### config.mk
export PLATFORM = sky130hd
export DESIGN_NAME = addr_scramble
export DESIGN_NICKNAME = d
export VERILOG_FILES = /design/src/rtl/addr_scramble_pkg.sv /design/src/rtl/lfsr_step.sv /design/src/rtl/addr_scramble.sv
export SDC_FILE = /design/constraint.sdc
export NUM_CORES = 1
export LEC_CHECK = 0
export ABC_AREA = 0
export BUFFER_PORTS_ARGS = -buffer_cell sky130_fd_sc_hd__buf_4
export CORE_MARGIN = 2
export CORE_UTILIZATION = 54
export DETAILED_ROUTE_END_ITERATION = 12
export GPL_TIMING_DRIVEN = 0
export PLACE_DENSITY = 0.89
export SYNTH_ARGS = -nofsm -noshare
export SYNTH_HDL_FRONTEND = slang
export SYNTH_SLANG_ARGS = --single-unit
### constraint.sdc
create_clock -name clk -period 2.8 [get_ports clk]
set_clock_uncertainty 0.2 [all_clocks]
set_input_delay 0.14 -clock clk [delete_from_list [all_inputs] [get_ports clk]]
set_output_delay 0.14 -clock clk [all_outputs]
set_load 0.05 [all_outputs]
### src/rtl/addr_scramble_pkg.sv
// Shared definitions for the address scrambler / descrambler pair:
// default geometry, key field layout and FSM state encoding.
package addr_scramble_pkg;

  localparam int DEF_ADDR_W = 12;
  localparam int DEF_TAP_W  = 4;
  localparam int DEF_ROUNDS = 12;

  // Round counter is sized for the largest legal ROUNDS (31).
  localparam int CNT_W    = 5;
  localparam int NUM_TAPS = 4;

  // Key layout {k4,k3,k2,k1}: field n (0-based, k1 = field 0) at n*TAP_W.
  localparam int K1_LSB = 0;
  localparam int K2_LSB = DEF_TAP_W;
  localparam int K3_LSB = 2 * DEF_TAP_W;
  localparam int K4_LSB = 3 * DEF_TAP_W;

  typedef enum logic [1:0] {
    ST_IDLE = 2'd0,
    ST_RUN  = 2'd1,
    ST_DONE = 2'd2
  } state_e;

  function automatic int key_field_lsb(input int idx, input int tap_w);
    return idx * tap_w;
  endfunction

endpackage

### src/rtl/lfsr_step.sv
// One combinational step of the keyed LFSR: XOR of four tapped bits is
// shifted in at bit 0. Taps outside the register contribute nothing.
module lfsr_step
  import addr_scramble_pkg::*;
#(
  parameter int ADDR_W = DEF_ADDR_W,
  parameter int TAP_W  = DEF_TAP_W
) (
  input  logic [ADDR_W-1:0] x,
  input  logic [TAP_W-1:0]  k1,
  input  logic [TAP_W-1:0]  k2,
  input  logic [TAP_W-1:0]  k3,
  input  logic [TAP_W-1:0]  k4,
  output logic [ADDR_W-1:0] x_next
);

  logic [NUM_TAPS-1:0][TAP_W-1:0] taps;
  logic [NUM_TAPS-1:0]            tap_bit;
  logic                           fb;

  assign taps = {k4, k3, k2, k1};

  // Each tap is decoded to a one-hot position mask; an out-of-range index
  // yields an all-zero mask, so that tap reads as 0.
  genvar gi, gj;
  generate
    for (gi = 0; gi < NUM_TAPS; gi++) begin : g_tap
      logic [ADDR_W-1:0] sel;
      for (gj = 0; gj < ADDR_W; gj++) begin : g_pos
        assign sel[gj] = (32'(taps[gi]) == gj);
      end
      assign tap_bit[gi] = ^(x & sel);
    end
  endgenerate

  // Duplicate taps cancel here by design.
  assign fb     = ^tap_bit;
  assign x_next = {x[ADDR_W-2:0], fb};

endmodule

### src/rtl/addr_scramble.sv
// Address scrambler: accepts an address/key pair, runs ROUNDS keyed LFSR
// steps and presents the result on a valid/ready output.
module addr_scramble
  import addr_scramble_pkg::*;
#(
  parameter int ADDR_W = DEF_ADDR_W,
  parameter int TAP_W  = DEF_TAP_W,
  parameter int ROUNDS = DEF_ROUNDS   // legal range 1..31
) (
  input  logic                       clk,
  input  logic                       reset,
  input  logic                       in_valid,
  output logic                       in_ready,
  input  logic [ADDR_W-1:0]          in_addr,
  input  logic [NUM_TAPS*TAP_W-1:0]  key,
  output logic                       out_valid,
  input  logic                       out_ready,
  output logic [ADDR_W-1:0]          out_addr,
  output logic                       busy
);

  localparam logic [CNT_W-1:0] LAST_CNT = CNT_W'(ROUNDS - 1);

  state_e                         state_reg, state_next;
  logic [ADDR_W-1:0]              shift_reg, shift_next;
  logic [ADDR_W-1:0]              step_x;
  logic [CNT_W-1:0]               cnt_reg, cnt_next;
  logic [NUM_TAPS-1:0][TAP_W-1:0] taps_reg, taps_next;
  logic [NUM_TAPS-1:0][TAP_W-1:0] key_taps;
  logic                           out_valid_reg, out_valid_next;
  logic [ADDR_W-1:0]              out_addr_reg, out_addr_next;
  logic                           ready_int;
  logic                           accept;

  genvar gi;
  generate
    for (gi = 0; gi < NUM_TAPS; gi++) begin : g_key
      assign key_taps[gi] = key[key_field_lsb(gi, TAP_W) +: TAP_W];
    end
  endgenerate

  lfsr_step #(
    .ADDR_W (ADDR_W),
    .TAP_W  (TAP_W)
  ) u_step (
    .x      (shift_reg),
    .k1     (taps_reg[0]),
    .k2     (taps_reg[1]),
    .k3     (taps_reg[2]),
    .k4     (taps_reg[3]),
    .x_next (step_x)
  );

  // A consumed result frees the slot in the same cycle, enabling back-to-back issue.
  assign ready_int = (state_reg == ST_IDLE) ||
                     ((state_reg == ST_DONE) && out_ready);
  assign accept    = in_valid && ready_int;

  // Handshake outputs are forced low while reset is asserted.
  assign in_ready  = reset && ready_int;
  assign busy      = reset && (state_reg == ST_RUN);
  assign out_valid = reset && out_valid_reg;
  assign out_addr  = out_addr_reg;

  always_comb begin
    state_next     = state_reg;
    shift_next     = shift_reg;
    cnt_next       = cnt_reg;
    taps_next      = taps_reg;
    out_valid_next = out_valid_reg;
    out_addr_next  = out_addr_reg;

    case (state_reg)
      ST_IDLE: begin
        state_next = ST_IDLE;
      end
      ST_RUN: begin
        shift_next = step_x;
        if (cnt_reg == LAST_CNT) begin
          state_next     = ST_DONE;
          cnt_next       = '0;
          out_valid_next = 1'b1;
          out_addr_next  = step_x;
        end else begin
          cnt_next = cnt_reg + 1'b1;
        end
      end
      ST_DONE: begin
        if (out_ready) begin
          state_next     = ST_IDLE;
          out_valid_next = 1'b0;
        end
      end
      default: begin
        state_next     = ST_IDLE;
        out_valid_next = 1'b0;
      end
    endcase

    // Accept overrides the consume path so DONE can go straight back to RUN.
    if (accept) begin
      state_next = ST_RUN;
      shift_next = in_addr;
      taps_next  = key_taps;
      cnt_next   = '0;
    end
  end

  always_ff @(posedge clk) begin
    if (!reset) begin
      state_reg     <= ST_IDLE;
      shift_reg     <= '0;
      cnt_reg       <= '0;
      taps_reg      <= '0;
      out_valid_reg <= 1'b0;
      out_addr_reg  <= '0;
    end else begin
      state_reg     <= state_next;
      shift_reg     <= shift_next;
      cnt_reg       <= cnt_next;
      taps_reg      <= taps_next;
      out_valid_reg <= out_valid_next;
      out_addr_reg  <= out_addr_next;
    end
  end

endmodule
==> flow_summary.ini <==
[synth]
synth_top_area_cell = dfxtp_1
synth_warnings = 0
netlist_instances = 252
yosysSeqAreaShare_pct = 41.9
synthSimpleGateAreaFrac_pct = 18.1
synth_nets = 285
synth_mux_area_share_pct = 14.0
synth_area_leaders = dfxtp_1, nand2_1, a21boi_0
synth_cell_type_count = 31
avgSynthCellArea_um2 = 9.11
synth_top_family_by_area = compound AO/OA/AOI/OAI gates
synth_top_area_share_pct = 41.9
synth_xor_area_share_pct = 2.13
synth_fa_ha_area_share_pct = 0.545
syn_area_mm2 = 0.00230
ys_ff_latch = 48
synth-compound-area-share_pct = 20.6

[routing]
wl_mm = 6.32
first_pass_iters = 5
wl_per_cell_um = 16.4
vias_per_cell = 5.80
drt_iter0_drc = 194
vias = 2228
route.detailed.drc = 0
ant_nets = 0

[floorplanning]
initial_core_util_pct = 56.6
ios = 47
die_w_um = 69.2
chipHeight_um = 69.2
std_cell_rows = 23
design.core.area_mm2 = 0.00406
die_area_mm2 = 0.00479

[cells_and_area]
syn_to_final_growth_pct = 34.9
nets = 366
drive_above_1_share_pct = 17.7
num_antenna_cells = 0
n_fill_cell = 273
largest_reg_flops = 16

[power]
totalPowerFinal_mw = 1.55
power_density_mw_per_mm2 = 500
irDropWorstVdd_uv = 335
p_leak_nw = 1.20

[global_route]
gr-total-overflow = 0
grt.total_usage_pct = 26.9
antenna_found_initial = 0
grt_pass1_wl_mm = 10.3
grt_pass1_vias = 2281
grt_max_degree = 16

[timing]
tightest_slew_ns = 0.637
max_freq_mhz = 419
drv_slew = 0
setup_viol = 0
fin_crit_ns = 2.39
fin_crit_sh_pct = 85.3
rsz0062_at_grt = false
setup_tns_ns = 0
setup_slack_ns = 0.412
hold_violations = 0
maxSlewHeadroom_pct = 57.2

[clock_tree]
cts.path.max_buffers = 2
path_clk_slew_ns = 0.09
htree_levels = 2
cts_resized = 0
clk_latency_ns = 0.31
tritoncts = yes
cts-root-buf = clkbuf_8
cts_setup_buffers = 0
clock-sinks = 48
numCtsBuffers = 5

[hold_path]
hold_start = in_addr[2]
holdCritPathClass = in2reg

[critical_path]
r2r_start = taps_reg[8]
crit_type = reg2out
crit_required_ns = 2.46
cpPeakStageDelay_ns = 0.44
cp_slowest_cell = buf_1
startpoint_type = flop
worst-path-max-fanout = 10
path_cells = nor2b_1, clkbuf_1, buf_1, nand2_1, inv_1, buf_4
worstPathArrival_ns = 2.05
startpoint = state_reg[0]
cp-end-kind = output pin

[placement]
io_buffers = 45
place_congestion = 0.852
pre_cts_ws_ns = 0.520
post-dp-hpwl_mm = 4.00

[flow_run]
cap_violations = 0

[outcome]
outcome = completed
-- path summary, 6_finish.rpt --
| kind | end | slack, ns | cells after the start |
|---|---|---|---|
| max | busy | 0.41 | 6 |
| min | shift_reg[2] | 0.03 | 3 |
| max reg2reg | out_addr[0] | 0.49 | 6 |
| min reg2reg | out_addr[2] | 0.27 | 2 |
-- cells in the mapped netlist --
master and count:
xnor3_1 1, nand3_1 1, o21ai_1 1, nor2b_1 4, xor2_1 2, nor2_1 6, o21ai_0 4, nand2_1 77
and2_1 3, nand4_1 2, ha_1 1, o21a_1 1, nor3_1 2, mux4_1 6, buf_1 2, a21oi_1 8
nand3b_1 2, o2bb2ai_1 1, nor4_2 1, inv_1 3, clkbuf_1 12, nand2b_1 1, a31oi_1 1, mux4_2 5
a221oi_1 1, a22oi_1 11, dfxtp_1 48, a21boi_0 38, a311oi_1 1, xnor2_1 1, mux2i_1 5
-- worst max-delay path: cells and delay by family (launching register included) --
family                 cells  cell delay (ns)
flip-flops                 1             0.39
buffers and inverters      4             1.06
AND/OR/NAND/NOR            2             0.28
-- cell usage in the layout (no fill, tap or decap), drive strengths merged, types with 2 or more instances in the layout --
cell type,synthesis,routed
a22oi,11,11
nand4,2,2
nor2b,4,4
buf,2,47
dfxtp,48,48
nor3,2,2
nand3b,2,2
and2,3,3
nor2,6,6
mux2i,5,5
clkbuf,12,17
nand2,77,77
xor2,2,2
inv,3,3
mux4,11,11
a21boi,38,38
o21ai,5,5
a21oi,8,8
dlygate4sd3,0,29
-- power breakdown --
part           switching (mW)  internal [mW]  total, mW  leakage, nW
registers              0.0506          0.713      0.764        0.392
logic                   0.122          0.157      0.278        0.754
clock network           0.242          0.264      0.507       0.0541
-- cells by family after synthesis --
kind of cell / after synthesis
compound gates: 67
xor+xnor: 4
fa+ha+maj: 1
buf+inv: 17
flops: 48
mux: 16
simple gates: 99
-- area by class of cell --
class | count | area [um2] | share of cell area (%)
Clock inverter | 3 | 42.5 | 1.37
Buffer | 14 | 52.6 | 1.70
Timing Repair Buffer | 74 | 628 | 20.3
Sequential cell | 48 | 961 | 31.0
Multi-Input combinational cell | 187 | 1270 | 41.0
Inverter | 3 | 11.3 | 0.363
Clock buffer | 5 | 68.8 | 2.22
Tap cell | 50 | 62.6 | 2.02
-- metal layers --
metal	part of all wire [%]	track usage, %
met3	7.8	6.25
met1	40	31.4
met4	2.2	11.3
met2	50	47.1
met5	0	0
-- metrics by stage --
stage | hold slack [ns] | area [um2] | std cells | utilization (%)
6_report | 0.0270 | 3100 | 384 | 76.3
5_1_grt | 0.0629 | 3100 | 384 | 76.3
4_1_cts | 0.00165 | 3090 | 383 | 76.1
3_5_place_dp | 0.209 | 2700 | 347 | 66.5
3_3_place_gp | 0.203 | 2700 | 347 | 66.5
2_1_floorplan | 0.0849 | 2300 | 252 | -
-- repair_timing --
item                       in CTS  in global routing
hold endpoints to repair       28                  1
setup endpoints to repair       0                  0
hold buffers                   28                  1
Note: power is estimated with default switching activity, not from simulation.
